===== src/rtl/blowfish_round_ctrl.sv =====
// Iterative Blowfish block-encrypt sequencer: owns L/R state, round counter and table
// addressing for one shared Feistel round datapath; P and S storage live outside.
module blowfish_round_ctrl #(
    parameter int ROUNDS  = 16,
    parameter int PADDR_W = 5
) (
    input  logic               clk,
    input  logic               reset_l,
    input  logic               in_valid,
    output logic               in_ready,
    input  logic [31:0]        in_l,
    input  logic [31:0]        in_r,
    output logic [PADDR_W-1:0] p_addr,
    input  logic [31:0]        p_data,
    output logic [7:0]         s_addr0,
    output logic [7:0]         s_addr1,
    output logic [7:0]         s_addr2,
    output logic [7:0]         s_addr3,
    input  logic [31:0]        s_data0,
    input  logic [31:0]        s_data1,
    input  logic [31:0]        s_data2,
    input  logic [31:0]        s_data3,
    output logic               out_valid,
    input  logic               out_ready,
    output logic [31:0]        out_l,
    output logic [31:0]        out_r,
    output logic               busy
);

    localparam int IDX_W = (ROUNDS > 2) ? $clog2(ROUNDS) : 1;
    localparam logic [IDX_W-1:0]   LAST_IDX = IDX_W'(ROUNDS - 1);
    localparam logic [PADDR_W-1:0] P_FIN_A  = PADDR_W'(ROUNDS);
    localparam logic [PADDR_W-1:0] P_FIN_B  = PADDR_W'(ROUNDS + 1);

    typedef enum logic [2:0] {IDLE, RND_A, RND_B, FIN_A, FIN_B, DONE} state_t;

    state_t           state_q, state_d;
    logic [31:0]      l_q, l_d, r_q, r_d;
    logic [IDX_W-1:0] idx_q, idx_d;
    logic [31:0]      out_l_q, out_l_d, out_r_q, out_r_d;
    logic             out_valid_q, out_valid_d;
    logic [31:0]      t;

    function automatic logic [31:0] feistel_f(input logic [31:0] a, input logic [31:0] b,
                                              input logic [31:0] c, input logic [31:0] d);
        return ((a + b) ^ c) + d;
    endfunction

    // P address depends only on registered state so the external combinational read cannot loop back.
    always_comb begin
        p_addr = '0;
        case (state_q)
            RND_A:   p_addr = PADDR_W'(idx_q);
            FIN_A:   p_addr = P_FIN_A;
            FIN_B:   p_addr = P_FIN_B;
            default: p_addr = '0;
        endcase
    end

    always_comb begin
        t = l_q ^ p_data;
        {s_addr0, s_addr1, s_addr2, s_addr3} = '0;
        if (state_q == RND_A) begin
            {s_addr0, s_addr1, s_addr2, s_addr3} = t;
        end
    end

    always_comb begin
        state_d     = state_q;
        l_d         = l_q;
        r_d         = r_q;
        idx_d       = idx_q;
        out_l_d     = out_l_q;
        out_r_d     = out_r_q;
        out_valid_d = out_valid_q;
        case (state_q)
            IDLE: begin
                if (in_valid) begin
                    l_d     = in_l;
                    r_d     = in_r;
                    idx_d   = '0;
                    state_d = RND_A;
                end
            end
            RND_A: begin
                l_d     = l_q ^ p_data;
                state_d = RND_B;
            end
            RND_B: begin
                l_d = r_q ^ feistel_f(s_data0, s_data1, s_data2, s_data3);
                r_d = l_q;
                if (idx_q == LAST_IDX) begin
                    state_d = FIN_A;
                end else begin
                    idx_d   = idx_q + 1'b1;
                    state_d = RND_A;
                end
            end
            // The final round's swap is undone here by crossing L and R.
            FIN_A: begin
                r_d     = l_q ^ p_data;
                l_d     = r_q;
                state_d = FIN_B;
            end
            FIN_B: begin
                l_d         = l_q ^ p_data;
                out_l_d     = l_q ^ p_data;
                out_r_d     = r_q;
                out_valid_d = 1'b1;
                state_d     = DONE;
            end
            DONE: begin
                if (out_ready) begin
                    out_valid_d = 1'b0;
                    state_d     = IDLE;
                end
            end
            default: state_d = IDLE;
        endcase
    end

    always_ff @(posedge clk or negedge reset_l) begin
        if (!reset_l) begin
            state_q     <= IDLE;
            l_q         <= '0;
            r_q         <= '0;
            idx_q       <= '0;
            out_l_q     <= '0;
            out_r_q     <= '0;
            out_valid_q <= 1'b0;
        end else begin
            state_q     <= state_d;
            l_q         <= l_d;
            r_q         <= r_d;
            idx_q       <= idx_d;
            out_l_q     <= out_l_d;
            out_r_q     <= out_r_d;
            out_valid_q <= out_valid_d;
        end
    end

    assign in_ready  = (state_q == IDLE);
    assign busy      = (state_q != IDLE);
    assign out_valid = out_valid_q;
    assign out_l     = out_l_q;
    assign out_r     = out_r_q;

endmodule


===== config.mk =====
export PLATFORM = sky130hd
export DESIGN_NAME = blowfish_round_ctrl
export DESIGN_NICKNAME = d
export VERILOG_FILES = /design/src/rtl/blowfish_round_ctrl.sv
export SDC_FILE = /design/constraint.sdc
export NUM_CORES = 1
export LEC_CHECK = 0
export ABC_AREA = 1
export ABC_CLOCK_PERIOD_IN_PS = 4500
export BUFFER_PORTS_ARGS = -buffer_cell sky130_fd_sc_hd__buf_4
export CAP_MARGIN = 20
export CORE_MARGIN = 1.5
export CORE_UTILIZATION = 45
export DETAILED_ROUTE_END_ITERATION = 7
export PLACE_DENSITY_LB_ADDON = 0.2
export SYNTH_ARGS = -nofsm -noshare
export SYNTH_HDL_FRONTEND = slang
export SYNTH_SLANG_ARGS = --single-unit
export TNS_END_PERCENT = 5

===== constraint.sdc =====
create_clock -name clk -period 4.5 [get_ports clk]
set_clock_uncertainty 0.2 [all_clocks]
set_input_delay 0.9 -clock clk [delete_from_list [all_inputs] [get_ports clk]]
set_output_delay 0.9 -clock clk [all_outputs]
set_load 0.005 [all_outputs]

==> metrics <==
Filler cells=2,345; Die Wd=~160 µm; DR WL met3=2491 µm; PnR worst setup slack=285.1 ps; Cell Rows=57; vias per inst=5.275; final period demand of the worst path=between 4000 and 5000 ps; Worst setup SP type=primary input; Max Slew Vio Count=0; gr usage total=0.3033; Max Cap Viol=0; total power=9.203 mW; root buf cell=clkbuf_16; GRT overflow=0; final core occ=0.6103; synthesized area per cell=a little under 7 µm²; later-pin clock latency in the skew report=between 400 and 500 ps; placed insts=approximately 2,300; post-synthesis compound-gate area fraction=0.1637; GPL Wtd Cong=0.9180; failing checks=DRC; Area Growth Syn to Fin=32.17%; wire length per cell=16.95 µm; pin count of the biggest net entering global routing=100; Final setup viols=0; Yosys reg bits=136; fin cells=2,332; Max VDD drop=roughly 0.00042 V; synth top area cells=dfrtp_1 (30%), nand2_1 (15%), xor2_1 (8.1%), ha_1 (7.4%), inv_1 (6.2%); top sig layer=met4; Fin. Hold Viols=0; Crit path arrival time=4330 ps; port bufs=around 330; multiplexer share of the synthesized area=0; sequential share of the synthesized area=0.3013; final period utilization=0.9366; async set-reset flop share out of synthesis=1.000; first-pass GRT wire length=62,270 µm; main combinational cell family by area after synthesis=simple AND/OR/NAND/NOR gates; area share of the largest cell type after synthesis=0.3013; vias=12,302; CP Max Fanout=4; area of the die=0.02606 mm²; RSZ-0062 raised after global routing=false; Core Footprint=0.02446 mm²; Initial Utilization=0.4618; Static Leak=7.995 nW; worst hold-check path type=flip-flop to flip-flop; DRT Pass-1 Iters=8; maximum clock frequency=237.3 MHz; power density over cell area=between 600 and 700 mW/mm²; DRC Markers=2; Routed Antenna Nets=0; CTS Sinks=between 100 and 150; Synth Instances=1,647; wire length on met1=16,260 µm; worst endpoint required time=4610 ps; area leader, netlist=dfrtp_1; hold buffers post-CTS=0; n_diodes=0; number of synthesized flops with an enable pin=0; Rel. slew slack=0.3610; Syn Nets=1,944; Boundary Pins=around 330; total of warnings raised by yosys=0; adder-cell share of the synthesized area=0.07776; HPWL Detailed=about 31,000 µm; Post-Synth Simple-Gate Area=0.2769; clock buffer depth=2; Placement Setup Slack=-188.1 ps; commonest cells in the synthesized netlist=nand2_1 (448), inv_1 (186), nor2_1 (183); 1st-iter DRT viols=910; met2 routed WL=19,170 µm; CTS Buf Count=17; Chip Height=161.4 µm; count leader, synth=nand2_1; status=finished with violations; synth unique cells=44; post-synthesis xor/xnor area fraction=0.09459; Mapped Area=~0.011 mm²; layout cells sized above 1=0.2196; Post-Route WL=39,520 µm; initial antenna violation count=0; CTS tree=done; crit path capture type=flip-flop; H-tree Lvls=4; Setup CP Type=primary input to flip-flop; final net count=2,292; worst slew pin tran=958.6 ps; vias in the first global route=12,083; ys flop type=dfrtp_1; Reg clk slew, reported paths=70 ps
## kinds of logic (layout without fill, tap and decap cells)
logic type,Yosys count,count (layout)
compound gates,311,311
flops,136,136
xor+xnor,122,122
simple gates,764,764
fa+ha+maj,69,69
buf+inv,245,606
## worst max-delay path, cell delays in order
cell and delay, ps:
buf_4 110, ha_1 310, or2_2 320, nand3_1 90, nand2_1 110, nand2_1 80
nand3_1 120, nand2_1 90, nand2_1 150, nand2_1 100, nand2_1 60, xor2_1 170
inv_1 90, ha_1 350, a21oi_1 210, o21ai_0 200, a21oi_1 260, nor2_1 100
nor2_1 130, nand3b_1 90, nand3_1 80, nand2_1 60, nand2_1 60, nand2_1 50
## sequential cells by signal, indices dropped and copies added, names as in the netlist
signal     count
r_q           32
out_l         32
idx_q          4
out_valid      1
l_q           32
out_r         32
state_q        3
## power breakdown
part	switching [mW]	leakage (nW)	total (mW)	internal (mW)
clock	0.665	0.281	1.40	0.739
combinational	3.21	6.07	5.40	2.19
sequential	0.555	1.64	2.40	1.85
## cell usage in the layout (no fill, tap or decap), types with 17 or more instances in the layout
master / netlist / routed
nand2_1: 448 / 447
buf_4: 6 / 378
inv_1: 186 / 185
nor2_1: 183 / 182
dfrtp_1: 136 / 136
o21ai_0: 105 / 105
xor2_1: 104 / 104
a21oi_1: 77 / 77
nand3_1: 76 / 76
ha_1: 67 / 67
a22oi_1: 46 / 46
a31oi_1: 34 / 34
xnor2_1: 18 / 18
clkbuf_16: 0 / 17
## cell type report
cell class / count / area [µm²] / share of cell area
Multi-Input combinational cell: 1266 / 6944 / 0.4651
Clock inverter: 15 / 152.6 / 0.01022
Timing Repair Buffer: 380 / 2869 / 0.1922
Clock buffer: 17 / 425.4 / 0.02849
Inverter: 194 / 729.5 / 0.04886
Tap cell: 324 / 405.4 / 0.02715
Sequential cell: 136 / 3403 / 0.2280
## metal layers
metal  GRT usage  up-vias
met2      0.5236      474
met3     0.04700       82
li1            -     6080
met5           0        -
met4      0.1221        0
met1      0.3778     5666
## what timing repair did
action                                  4_1_cts  5_1_grt
gates resized for setup                       0        1
buffers inserted                              0        0
endpoints found under the setup margin        0        2
## through the flow
| step | hold WS [ps] | cell area [µm²] | setup TNS (ps) |
|---|---|---|---|
| floorplan | 264.1 | 11300 | 0 |
| global placement | 261.1 | 14330 | -499.5 |
| detailed placement | 274.1 | 14330 | -609.9 |
| CTS | 291.4 | 14900 | 0 |
| global route | 298.2 | 14930 | 0 |
| finish | 285.0 | 14930 | 0 |
## path summary, 6_finish.rpt
kind | slack (ps) | depth (start not counted) | endpoint | from
worst max-delay path | 290 | 24 | l_q[30] | s_data0[2]
worst max register to register | 1670 | 8 | idx_q[2] | state_q[2]
min in group asynchronous | 360 | 1 | r_q[0] | reset_l
worst min register to register | 280 | 2 | out_l[12] | out_l[12]
max in group asynchronous | 2830 | 2 | l_q[23] | reset_l
worst min-delay path | 280 | 2 | out_l[12] | out_l[12]
Power figures use the tool's default switching activity.
